**src/rtl/uart_rx.sv**
```systemverilog
// uart_rx: 8N1 UART receiver.
//   RXD -> two-flop synchroniser -> start/data/stop FSM (samples at bit
//   centres) -> valid/ready output stage.
// Build option: define UART_RX_FIFO_EN to replace the single holding register
// with a 4-entry FIFO; leave it undefined for the single-entry register.
//
// Handshake: a byte transfers on a rising CLK edge where rx_valid and rx_ready
// are both 1. While rx_valid is 1, rx_data is held stable until that transfer.
// rx_ready has no effect while rx_valid is 0.
module uart_rx #(
   parameter int CLK_FREQ_HZ = 12000000,
   parameter int BAUD_RATE   = 115200
) (
   input  logic       CLK,
   input  logic       RESET,
   input  logic       RXD,
   output logic [7:0] rx_data,
   output logic       rx_valid,
   input  logic       rx_ready,
   output logic       frame_err,
   output logic       overrun,
   input  logic       overrun_clr,
   output logic [2:0] dbg_state
);

   localparam int CLKS_PER_BIT = CLK_FREQ_HZ / BAUD_RATE;
   localparam int CNT_W        = $clog2(CLKS_PER_BIT);
   localparam logic [CNT_W-1:0] HALF_LAST = CNT_W'(CLKS_PER_BIT / 2 - 1);
   localparam logic [CNT_W-1:0] BIT_LAST  = CNT_W'(CLKS_PER_BIT - 1);

   // Fewer than 4 clocks per bit leaves no room for centre sampling.
   if (CLKS_PER_BIT < 4) begin : g_cpb_check
      $error("uart_rx: CLKS_PER_BIT must be >= 4");
   end

   typedef enum logic [2:0] {
      S_IDLE      = 3'd0,
      S_START     = 3'd1,
      S_DATA      = 3'd2,
      S_STOP      = 3'd3,
      S_WAIT_IDLE = 3'd4
   } state_t;

   state_t            state_q, state_d;
   logic [1:0]        sync_q;
   logic              rxd_s;
   logic [CNT_W-1:0]  clk_cnt_q, clk_cnt_d;
   logic [2:0]        bit_cnt_q, bit_cnt_d;
   logic [7:0]        shift_q, shift_d;
   logic              push_byte;
   logic              stop_bad;
   logic              frame_err_q;
   logic              overrun_q;
   logic              ovr_set;
   logic              pop;

   assign rxd_s     = sync_q[1];
   assign dbg_state = state_q;
   assign frame_err = frame_err_q;
   assign overrun   = overrun_q;

   // Two-flop synchroniser; idles high so reset does not look like a start bit.
   always_ff @(posedge CLK) begin
      if (RESET) begin
         sync_q <= 2'b11;
      end else begin
         sync_q <= {sync_q[0], RXD};
      end
   end

   // FSM state register plus its counters and shift register.
   always_ff @(posedge CLK) begin
      if (RESET) begin
         state_q   <= S_IDLE;
         clk_cnt_q <= '0;
         bit_cnt_q <= '0;
         shift_q   <= '0;
      end else begin
         state_q   <= state_d;
         clk_cnt_q <= clk_cnt_d;
         bit_cnt_q <= bit_cnt_d;
         shift_q   <= shift_d;
      end
   end

   // Next-state logic: half-bit wait to centre on the start bit, then full-bit steps.
   always_comb begin
      state_d   = state_q;
      clk_cnt_d = clk_cnt_q;
      bit_cnt_d = bit_cnt_q;
      shift_d   = shift_q;
      case (state_q)
         S_IDLE: begin
            clk_cnt_d = '0;
            if (!rxd_s) begin
               state_d = S_START;
            end
         end
         S_START: begin
            if (clk_cnt_q == HALF_LAST) begin
               clk_cnt_d = '0;
               bit_cnt_d = '0;
               // Line back high at mid start bit: treat as a glitch.
               state_d   = rxd_s ? S_IDLE : S_DATA;
            end else begin
               clk_cnt_d = clk_cnt_q + CNT_W'(1);
            end
         end
         S_DATA: begin
            if (clk_cnt_q == BIT_LAST) begin
               clk_cnt_d = '0;
               shift_d   = {rxd_s, shift_q[7:1]};
               bit_cnt_d = bit_cnt_q + 3'd1;
               if (bit_cnt_q == 3'd7) begin
                  state_d = S_STOP;
               end
            end else begin
               clk_cnt_d = clk_cnt_q + CNT_W'(1);
            end
         end
         S_STOP: begin
            if (clk_cnt_q == BIT_LAST) begin
               clk_cnt_d = '0;
               state_d   = rxd_s ? S_IDLE : S_WAIT_IDLE;
            end else begin
               clk_cnt_d = clk_cnt_q + CNT_W'(1);
            end
         end
         S_WAIT_IDLE: begin
            // A held-low line (break) reports once, then waits for idle.
            clk_cnt_d = '0;
            if (rxd_s) begin
               state_d = S_IDLE;
            end
         end
         default: begin
            state_d   = S_IDLE;
            clk_cnt_d = '0;
            bit_cnt_d = '0;
         end
      endcase
   end

   // FSM outputs: completed byte or bad stop bit, both in the stop-sample cycle.
   always_comb begin
      push_byte = 1'b0;
      stop_bad  = 1'b0;
      if (state_q == S_STOP && clk_cnt_q == BIT_LAST) begin
         push_byte = rxd_s;
         stop_bad  = ~rxd_s;
      end
   end

   // Frame error pulse and sticky overrun flag (a new overrun beats the clear).
   always_ff @(posedge CLK) begin
      if (RESET) begin
         frame_err_q <= 1'b0;
         overrun_q   <= 1'b0;
      end else begin
         frame_err_q <= stop_bad;
         overrun_q   <= ovr_set | (overrun_q & ~overrun_clr);
      end
   end

`ifdef UART_RX_FIFO_EN

   logic [7:0] mem_q [4];
   logic [1:0] wr_ptr_q, wr_ptr_d;
   logic [1:0] rd_ptr_q, rd_ptr_d;
   logic [2:0] count_q, count_d;
   logic       do_write;

   assign rx_valid = (count_q != 3'd0);
   assign rx_data  = mem_q[rd_ptr_q];
   assign pop      = rx_valid & rx_ready;

   // FIFO control: a pop in the same cycle frees the slot a full push needs.
   always_comb begin
      do_write = push_byte & ((count_q != 3'd4) | pop);
      ovr_set  = push_byte & (count_q == 3'd4) & ~pop;
      wr_ptr_d = do_write ? wr_ptr_q + 2'd1 : wr_ptr_q;
      rd_ptr_d = pop ? rd_ptr_q + 2'd1 : rd_ptr_q;
      count_d  = count_q + {2'b00, do_write} - {2'b00, pop};
   end

   // FIFO storage and pointers.
   always_ff @(posedge CLK) begin
      if (RESET) begin
         wr_ptr_q <= '0;
         rd_ptr_q <= '0;
         count_q  <= '0;
         for (int i = 0; i < 4; i++) begin
            mem_q[i] <= 8'h00;
         end
      end else begin
         wr_ptr_q <= wr_ptr_d;
         rd_ptr_q <= rd_ptr_d;
         count_q  <= count_d;
         if (do_write) begin
            mem_q[wr_ptr_q] <= shift_q;
         end
      end
   end

`else

   logic [7:0] data_q, data_d;
   logic       valid_q, valid_d;

   assign rx_valid = valid_q;
   assign rx_data  = data_q;
   assign pop      = valid_q & rx_ready;

   // Single holding register: load when empty or being emptied, else drop.
   always_comb begin
      data_d  = data_q;
      valid_d = valid_q;
      ovr_set = 1'b0;
      if (push_byte) begin
         if (!valid_q || pop) begin
            data_d  = shift_q;
            valid_d = 1'b1;
         end else begin
            ovr_set = 1'b1;
         end
      end else if (pop) begin
         valid_d = 1'b0;
      end
   end

   // Holding register state.
   always_ff @(posedge CLK) begin
      if (RESET) begin
         data_q  <= 8'h00;
         valid_q <= 1'b0;
      end else begin
         data_q  <= data_d;
         valid_q <= valid_d;
      end
   end

`endif

endmodule

```
**config.mk**
```make
export PLATFORM = sky130hd
export DESIGN_NAME = uart_rx
export DESIGN_NICKNAME = d
export VERILOG_FILES = /design/src/rtl/uart_rx.sv
export SDC_FILE = /design/constraint.sdc
export NUM_CORES = 1
export LEC_CHECK = 0
export ABC_AREA = 1
export BUFFER_PORTS_ARGS = -buffer_cell sky130_fd_sc_hd__buf_2
export CAP_MARGIN = 20
export CORE_MARGIN = 4
export CORE_UTILIZATION = 45
export CTS_CLUSTER_DIAMETER = 50
export DETAILED_ROUTE_END_ITERATION = 12
export GPL_TIMING_DRIVEN = 0
export PLACE_DENSITY = 0.69
export SLEW_MARGIN = 10
export SYNTH_ARGS = -nofsm -noshare
export SYNTH_HDL_FRONTEND = slang
export SYNTH_SLANG_ARGS = --single-unit
```
**constraint.sdc**
```tcl
create_clock -name CLK -period 1.4 [get_ports CLK]
set_input_delay 0.28 -clock CLK [delete_from_list [all_inputs] [get_ports CLK]]
set_output_delay 0.28 -clock CLK [all_outputs]
set_load 0.02 [all_outputs]
```
Word level (Yosys, flattened, before mapping)
Cells that the tools add are included.
{ "op_classes": {"addsub": 2, "eq_ne": 14, "muxes": 21, "n_bitwise": 7, "reduce_logical": 13} }
{ "ops": {"columns": ["op", "n"], "rows": [
  ["2-to-1 mux 3 bit", 9],
  ["one-hot mux 3 bit (5 select lines)", 1],
  ["2-to-1 mux 7 bit", 2],
  ["one-hot mux 7 bit (2 select lines)", 1],
  ["inequality test 2 bit (second input constant)", 6],
  ["one-hot mux 3 bit (3 select lines)", 1],
  ["adder 7 x 1 -> 7 bit (second input constant)", 1],
  ["equality test 7 x 6 -> 1 bit (second input constant)", 1],
  ["equality test 7 bit (second input constant)", 1],
  ["equality test 3 x 2 -> 1 bit (second input constant)", 2],
  ["equality test 3 bit (second input constant)", 2],
  ["2-to-1 mux 1 bit", 6],
  ["AND reduction 2 bit", 3],
  ["AND reduction 6 bit", 1],
  ["NOT 1 bit", 4],
  ["OR reduction 2 bit", 2],
  ["adder 3 x 1 -> 3 bit (second input constant)", 1],
  ["equality test 3 x 1 -> 1 bit (second input constant)", 1],
  ["zero test 3 bit", 1],
  ["AND reduction 3 bit", 1],
  ["OR reduction 3 bit", 1],
  ["AND 1 bit", 2],
  ["2-to-1 mux 2 bit", 1],
  ["inequality test 2 x 1 -> 1 bit (second input constant)", 1],
  ["other kinds (5)", 5]
]} }
{ "totals": {"reg_bits": 34, "in_bits": 5, "out_inout_bits": 14, "elab_cells": 66} }

Depth between registers and ports, before layout
Gate-level depths: netlist of run 1.
{ "depth": {"depth_word": 5, "depth_mapped": 10, "mapped_depth_nobuf": 10} }

Least setup slack after synthesis of run 1
Ideal clock, no wire load.
{ "synth_timing": {"path_kind": "reg-to-reg", "startpoint": "register clk_cnt_q[0]", "endpoint": "register shift_q[0]", "setup_time_ns": 0.116, "arrival_ns": 1.259, "required_time_ns": 1.284, "slack_ns": 0.025, "path_stages_with_launch": 9, "n_path_buf": 0, "synth_period_minus_slack_ns": 1.375, "path_cell_list": "dfxtp_1 ha_1 inv_1 nor2_1 nand3b_1 nor2_4 inv_2 nor2_1 nor2_1"} }
{ "synth_via": {"elab_chain_cells": 2} }
{ "synth_rtl": {"columns": ["item", "line", "text"], "rows": [
  ["start: declaration", "47", "logic [CNT_W-1:0] clk_cnt_q, clk_cnt_d;"],
  ["start signal: assignment", "80", "clk_cnt_q <= clk_cnt_d;"],
  ["equality test 7 bit", "110", "if (clk_cnt_q == BIT_LAST) begin"],
  ["AND reduction 2 bit (no line)", null, null],
  ["end signal: assignment", "82", "shift_q <= shift_d;"],
  ["end: declaration", "49", "logic [7:0] shift_q, shift_d;"]
]} }
Every way passes these cells.
A chain may end at the register's enable or synchronous reset.

Worst setup path after layout of run 1
{ "layout_timing": {"startpoint": "register clk_cnt_q[1]", "endpoint": "register data_q[1] (netlist: rx_data[1])"} }
{ "layout_via": {"elab_chain_cells": 4} }
{ "layout_rtl": {"columns": ["item", "line", "text"], "rows": [
  ["equality test 7 bit", "148", "if (state_q == S_STOP && clk_cnt_q == BIT_LAST) begin"],
  ["logical AND 1 bit", "148", null],
  ["2-to-1 mux 1 bit", "148", null],
  ["AND reduction 2 bit (no line)", null, null],
  ["end signal: assignment", "237", "data_q <= data_d;"],
  ["end: declaration", "207", "logic [7:0] data_q, data_d;"]
]} }
Every way passes these cells.

==> impl_results.md, run 1 <==
- Starting density of the core: 48.36%
- Sinks on the clock net: 34
- Post-layout util: 62.40%
- Count of final hold-check violations: 0
- Count of non-filler cells in the finished layout: approximately 270
- Maximum fanout along the worst path: 5
- Clock slew seen by the registers of the worst setup and hold paths: 0.11 ns
- CTS tree: yes
- Post-synth cell types: 25
- Clock insertion delay at the later pin of the skew report: around 0.35 ns
- Final Setup Violations: 17
- Register Area: 686.9 µm²
- Ranking of synthesized cells by area: sky130_fd_sc_hd__dfxtp_1 (45%), sky130_fd_sc_hd__nor2_1 (8.7%), sky130_fd_sc_hd__nand2_1 (7.2%)
- Placed cell count: approximately 260
- Clock root buffer: sky130_fd_sc_hd__clkbuf_4
- Number of antenna violations at the first check in global routing: 0
- Total overflow reported by the global router: 0
- Critical Path RT: 1.62 ns
- CTS H-Tree Depth: 2
- Buffers added on ports: 17
- Maximum number of pins on one net before global-route repair: 11
- Worst Hold Path EP: sync_q[0]$_SDFF_PP1_
- Proportion of netlist area held by the largest area contributor: 45.00%
- Count of TritonRoute iterations in the first routing pass: 4
- Number of enable flip-flop cells after synthesis: 0
- Post-synth top cells: sky130_fd_sc_hd__nor2_1 (35), sky130_fd_sc_hd__dfxtp_1 (34), sky130_fd_sc_hd__nand2_1 (29)
- Max-slew violations: 0
- Time the worst path needs with I/O delays and setup: 1.487 ns
- Final critical-path share of the clock period: 106.2%
- Type of element capturing the critical path: flop
- Mapped Cells: 194
- Die Area: ~4400 µm²
- Post-synth net total: 203
- Initial DRC count: 67
- Worst hold path stage count: 2
- Die boundary width: 65.98 µm
- Floorplan core area: around 3100 µm²
- Leakage: 0.7927 nW
- Most used standard cell by instance count after synthesis: sky130_fd_sc_hd__nor2_1
- Mean number of vias per cell: 4.920
- FF-to-FF path depth: 8
- Global-route total usage across every layer: between 15 and 20%
- R2R Path Start: clk_cnt_q[1]$_SDFF_PP0_
- Biggest area consumer among synthesized cells: sky130_fd_sc_hd__dfxtp_1
- Post-layout total power: 0.002296 W
- Hold wc startpoint: RXD
- Relative max-transition margin: 61.64%
- Number of clock buffers inserted by TritonCTS: 5
- Vias after detailed routing: 1348
- Worst clock skew: 0.01359 ns
- Cell Rows: 20
- Crit-path cells: ha_4 > buf_4 > nand3_4 > nor2_4 > buf_4 > nand3_4 > o21ai_2 > a21oi_2
- Slowest Stage Delay on Critical Path: 0.36 ns
- Gate family responsible for the most delay along the worst path: flip-flops
- Final net count: around 240
- Number of top-level pins: 19
- Sequential cell area fraction in the yosys report: 45.00%
- Worst-case register-to-register setup slack: -0.09 ns
- Antenna diode instance count: 0
- Wire length of the first global-routing pass: 5388 µm
- DRC: 0
- Worst supply voltage drop on vdd: 456.8 µV
- Critical path start-end classification: reg -> reg
- Setup repair after global routing missed its margin: yes
- CP bufs+invs: 2
- Estimated wirelength of the detail-placed design: 2085 µm
- Filler cells: around 280
- Synth async-reset ratio: 0%
- Max-capacitance violation count: 0
- Post-route antenna net violation count: 0
- Maximum root-to-sink buffer count: 2
- Startpoint type of the worst setup path: flop
- Layout cell share with drive strength beyond 1: a little under two fifths
- Violations in the final reports: negative setup slack
- Vias in the first global route: 1230
- Global placer's final weighted congestion: 0.8109
- End of the worst register-to-register path: rx_data[1]$_SDFFE_PP0P_
- Highest clock frequency the design can meet: 672.6 MHz
- Setup ws final: -0.08669 ns
- Register bit count reported by yosys: 34
- Mapped Area: roughly 1500 µm²
- Total routed wirelength: 3244 µm
- Path category of the worst min-delay check: in -> reg
- Layout area overhead: 29.03%
- Power per Cell Area: 1176 nW/µm²
- CP max stage cell: sky130_fd_sc_hd__dfxtp_2
- Multi-input gate area: 875.8 µm²
- Status: finished with violations
- Syn. warnings: 0
- WL/cell: between 10 and 15 µm
- Vert. Die Dim: 65.98 µm
- Mean Syn Cell Area: 7.797 µm²
- Arrival time worst endpoint: 1.71 ns
- Top_reg_cell synth: sky130_fd_sc_hd__dfxtp_1
- Slew at the pin with the worst max-slew slack: 0.5755 ns
==> how the worst max path moves through the flow <==
stage / startpoint / endpoint / slack, ns / cells after the start
after floorplan: clk_cnt_q[0]$_SDFF_PP0_ / shift_q[0]$_SDFFE_PP0P_ / 0.03 / 8
after global placement: clk_cnt_q[0]$_SDFF_PP0_ / shift_q[4]$_SDFFE_PP0P_ / -0.17 / 8
after detailed placement: clk_cnt_q[0]$_SDFF_PP0_ / shift_q[6]$_SDFFE_PP0P_ / -0.19 / 8
after CTS: clk_cnt_q[0]$_SDFF_PP0_ / shift_q[4]$_SDFFE_PP0P_ / -0.03 / 8
after global routing: clk_cnt_q[1]$_SDFF_PP0_ / rx_data[7]$_SDFFE_PP0P_ / -0.20 / 8
final: clk_cnt_q[1]$_SDFF_PP0_ / rx_data[1]$_SDFFE_PP0P_ / -0.09 / 8
==> registers in the layout, summed over array words and instances (netlist names) <==
register	cells
rx_data	8
shift_q	8
clk_cnt_q	7
bit_cnt_q	3
dbg_state	3
sync_q	2
frame_err	1
overrun	1
rx_valid	1
==> cells in the final DEF (no fill, tap or decap), types with 3 or more instances in the layout <==
cell type                  instances
sky130_fd_sc_hd__dfxtp_1          29
sky130_fd_sc_hd__buf_6             3
sky130_fd_sc_hd__nor2_4            5
sky130_fd_sc_hd__nand3_4           3
sky130_fd_sc_hd__nand2_2           6
sky130_fd_sc_hd__o21ai_2           8
sky130_fd_sc_hd__buf_2            17
sky130_fd_sc_hd__a21oi_2           7
sky130_fd_sc_hd__xor2_1            3
sky130_fd_sc_hd__nand4_1           3
sky130_fd_sc_hd__nor2_1           31
sky130_fd_sc_hd__buf_4             8
sky130_fd_sc_hd__ha_1              3
sky130_fd_sc_hd__dfxtp_2           5
sky130_fd_sc_hd__clkbuf_4          5
sky130_fd_sc_hd__o21ai_0           8
sky130_fd_sc_hd__nand3_1           7
sky130_fd_sc_hd__a21oi_1          10
sky130_fd_sc_hd__or2_2             3
sky130_fd_sc_hd__inv_2             3
sky130_fd_sc_hd__inv_1            15
sky130_fd_sc_hd__nand2_1          24
==> layout make-up <==
| class | count | share of cell area (%) |
|---|---|---|
| Inverter | 21 | 4.487 |
| Buffer | 3 | 0.9615 |
| Tap cell | 44 | 2.821 |
| Sequential cell | 34 | 35.19 |
| Clock inverter | 1 | 0.2564 |
| Clock buffer | 7 | 2.821 |
| Timing Repair Buffer | 27 | 8.590 |
| Multi-Input combinational cell | 137 | 44.87 |
==> per-stage QoR <==
stage / hold WS, ns / TNS [ns] / instance area, µm² / setup WS [ns]
floorplan: 0.3838 / 0 / 1513 / 0.02526
global placement: 0.3938 / -2.513 / 1653 / -0.1719
detailed placement: 0.3953 / -2.656 / 1653 / -0.1853
CTS: 0.1088 / -0.1851 / 1789 / -0.03247
global route: 0.09615 / -3.673 / 1952 / -0.1980
finish: 0.1189 / -0.8477 / 1952 / -0.08669
==> cell families after synthesis <==
kind of cell	share of synthesized area (%)
flip-flops	45.00
buffers and inverters	6.451
AND/OR/NAND/NOR	31.10
adder cells (fa/ha/maj)	3.309
AO/OA/AOI/OAI	11.25
XOR/XNOR	2.895
==> power by group <==
| group | internal, W | leakage (nW) | switching, W | total, W |
|---|---|---|---|---|
| registers | 0.00101 | 0.277 | 0.0000581 | 0.00107 |
| logic | 0.000214 | 0.481 | 0.000436 | 0.000650 |
| clock network | 0.000243 | 0.0353 | 0.000334 | 0.000577 |
==> per-layer routing <==
layer | vias to the layer above | track usage (%) | wire (µm)
met2 | 18 | 25.66 | 1530
li1 | 695 | - | -
met4 | 0 | 7.360 | 85
met3 | 10 | 5.102 | 114
met5 | - | 0 | 0
met1 | 625 | 19.83 | 1513
==> timing repair <==
item | in CTS | in global routing
pin swaps | 5 | 18
cloned | 1 | 0
buffers inserted | 6 | 4
setup endpoints to repair | 28 | 28
gates resized for setup | 8 | 45
hold buffers | 0 | 0
No activity file was read; power rests on OpenSTA's default activity.
==> inputs of run 2 (changes only) <==
--- a/config.mk
+++ b/config.mk
@@ -9,11 +9,11 @@
 export BUFFER_PORTS_ARGS = -buffer_cell sky130_fd_sc_hd__buf_2
 export CAP_MARGIN = 20
 export CORE_MARGIN = 4
-export CORE_UTILIZATION = 45
+export CORE_UTILIZATION = 40
 export CTS_CLUSTER_DIAMETER = 50
 export DETAILED_ROUTE_END_ITERATION = 12
 export GPL_TIMING_DRIVEN = 0
-export PLACE_DENSITY = 0.69
+export PLACE_DENSITY = 0.63
 export SLEW_MARGIN = 10
 export SYNTH_ARGS = -nofsm -noshare
 export SYNTH_HDL_FRONTEND = slang
==> run 2 against run 1 <==
  * The flow now finishes without violations
  * Global-route usage is 2.8 points lower
  * Final area is 0.83% lower
  * Combinational power is 13% higher
  * Highest routed layer unchanged
  * Clock power increased by 43%
  * Sequential power barely moved
  * Setup slack better by 0.089 ns
  * Register-to-register slack improved by 0.09 ns
==> impl_results.md, run 2 (synthesized netlist as in run 1, its figures left out) <==
- Status: completed (was finished with violations)
- Buffers added on ports: 17 (unchanged)
- Filler cells: 358 (was 279)
- Arrival time worst endpoint: 1.57 ns (was 1.71 ns)
- Final critical-path share of the clock period: 99.83% (was 106.2%)
- Path category of the worst min-delay check: in -> reg (unchanged)
- Maximum number of pins on one net before global-route repair: 11 (unchanged)
- WL/cell: 11.44 µm (was 11.84 µm)
- Cell area after layout: 1936 µm² (was 1952 µm²)
- Count of non-filler cells in the finished layout: 273 (was 274)
- Critical Path RT: 1.57 ns (was 1.62 ns)
- Mean number of vias per cell: 4.791 (was 4.920)
- Worst clock skew: 0.006138 ns (was 0.01359 ns)
- Post-Route Setup TNS: 0 ns (was -0.8477 ns)
- Dpl cell area: 1658 µm² (was 1653 µm²)
- Clock insertion delay at the later pin of the skew report: 0.28 ns (was 0.35 ns)
- Maximum fanout along the worst path: 7 (was 5)
- DRC: 0 (unchanged)
- Type of element capturing the critical path: flop (unchanged)
- Leakage: 0.7845 nW (was 0.7927 nW)
- Cts-stage hold buffer count: 0 (unchanged)
- Max-slew violations: 0 (unchanged)
- Layout area overhead: 27.96% (was 29.03%)
- Global-route total usage across every layer: 13.39% (was 16.14%)
- Register Area: 691.9 µm² (was 686.9 µm²)
- Sinks on the clock net: 34 (unchanged)
- Relative max-transition margin: 68.52% (was 61.64%)
- Startpoint type of the worst setup path: flop (unchanged)
- Floorplan core area: 3661 µm² (was 3128 µm²)
- Post-layout total power: 0.002634 W (was 0.002296 W)
- Antenna diode instance count: 0 (unchanged)
- Post-route antenna net violation count: 0 (unchanged)
- Vias in the first global route: 1156 (was 1230)
- Final net count: 233 (was 238)
- CTS H-Tree Depth: 2 (unchanged)
- Setup repair after global routing missed its margin: yes (unchanged)
- Total routed wirelength: 3123 µm (was 3244 µm)
- Max-capacitance violation count: 0 (unchanged)
- Critical path start-end classification: reg -> reg (unchanged)
- Multi-input gate area: 843.3 µm² (was 875.8 µm²)
- Most used cells in the layout excluding fill and tap cells: sky130_fd_sc_hd__nor2_1 (27), sky130_fd_sc_hd__dfxtp_1 (27), sky130_fd_sc_hd__nand2_1 (25) (was sky130_fd_sc_hd__nor2_1 (31), sky130_fd_sc_hd__dfxtp_1 (29), sky130_fd_sc_hd__nand2_1 (24))
- Power per Cell Area: 1361 nW/µm² (was 1176 nW/µm²)
- Pre-CTS setup slack: -0.1919 ns (was -0.1853 ns)
- Number of antenna violations at the first check in global routing: 0 (unchanged)
- Worst supply voltage drop on vdd: 509.5 µV (was 456.8 µV)
- Cell Rows: 22 (was 20)
- Final Setup Violations: 0 (was 17)
- Vert. Die Dim: 69.50 µm (was 65.98 µm)
- Clock slew seen by the registers of the worst setup and hold paths: 0.06 ns (was 0.11 ns)
- Initial DRC count: 63 (was 67)
- Clock root buffer: sky130_fd_sc_hd__clkbuf_8 (was sky130_fd_sc_hd__clkbuf_4)
- Count of final hold-check violations: 0 (unchanged)
- Vias after detailed routing: 1308 (was 1348)
- Layout cell share with drive strength beyond 1: 33.33% (was 37.83%)
- CTS tree: yes (unchanged)
- Number of top-level pins: 19 (unchanged)
- Die Area: 4830 µm² (was 4353 µm²)
- Time the worst path needs with I/O delays and setup: 1.398 ns (was 1.487 ns)
- Wire length of the first global-routing pass: 5264 µm (was 5388 µm)
- Slew at the pin with the worst max-slew slack: 0.4722 ns (was 0.5755 ns)
- Total overflow reported by the global router: 0 (unchanged)
- Maximum root-to-sink buffer count: 2 (unchanged)
- Count of TritonRoute iterations in the first routing pass: 4 (unchanged)
- Placed cell count: 259 (was 255)
- Global placer's final weighted congestion: 0.7559 (was 0.8109)
- Estimated wirelength of the detail-placed design: 2092 µm (was 2085 µm)
- Highest clock frequency the design can meet: 715.5 MHz (was 672.6 MHz)
- Die boundary width: 69.50 µm (was 65.98 µm)
- Starting density of the core: 41.32% (was 48.36%)
- Number of clock buffers inserted by TritonCTS: 5 (unchanged)
- Setup ws final: 0.002419 ns (was -0.08669 ns)
-- run 2: what timing repair did --
| item | in CTS | in global routing |
|---|---|---|
| setup buffers | 4 | 1 |
| resized for setup | 10 | 29 |
| pin swaps | 5 | 6 |
| endpoints found under the setup margin | 28 | 29 |
| cloned | 1 | 0 |
| hold endpoints to repair | 0 | 0 |
-- run 2: through the flow --
stage	hold slack (ns)	util [%]
6_report	0.1869	52.87
5_1_grt	0.1862	52.87
4_1_cts	0.1794	50.10
3_5_place_dp	0.4129	45.28
2_1_floorplan	0.3838	-
3_3_place_gp	0.3940	45.28
-- run 2: routing by layer --
metal  part of all wire (%)  wire length, µm  track usage (%)
met5                      0                0                0
met2                     47             1470            20.34
met3                    4.0              126            3.768
met4                    1.4               43            6.508
met1                     47             1483            17.36
-- run 2: worst max-delay path, stage by stage (launching register included) --
cell and delay (ns):
sky130_fd_sc_hd__dfxtp_4 0.36, sky130_fd_sc_hd__ha_4 0.14, sky130_fd_sc_hd__inv_2 0.04, sky130_fd_sc_hd__nor2_4 0.11, sky130_fd_sc_hd__nand3b_1 0.09, sky130_fd_sc_hd__buf_6 0.15
sky130_fd_sc_hd__nor2_4 0.16, sky130_fd_sc_hd__inv_4 0.09, sky130_fd_sc_hd__nor2_1 0.09, sky130_fd_sc_hd__nor2_1 0.05
-- run 2: power breakdown --
group          switching (W)  internal [W]
combinational       0.000485      0.000248
clock               0.000331      0.000496
sequential         0.0000619       0.00101
-- run 2: worst paths after layout --
kind / startpoint / to / cells past startpoint / slack, ns
max: clk_cnt_q[0]$_SDFF_PP0_ / shift_q[2]$_SDFFE_PP0P_ / 9 / 0.002
min: RXD / sync_q[0]$_SDFF_PP1_ / 2 / 0.19
max reg2reg: clk_cnt_q[0]$_SDFF_PP0_ / shift_q[2]$_SDFFE_PP0P_ / 9 / 0.002
min reg2reg: sync_q[0]$_SDFF_PP1_ / sync_q[1]$_SDFF_PP1_ / 1 / 0.42
-- run 2: area by class of cell --
class	instances	area share, %
Multi-Input combinational cell	137	43.57
Sequential cell	34	35.75
Inverter	21	4.396
Timing Repair Buffer	22	6.529
Clock buffer	8	5.688
Buffer	3	0.9696
Tap cell	48	3.103
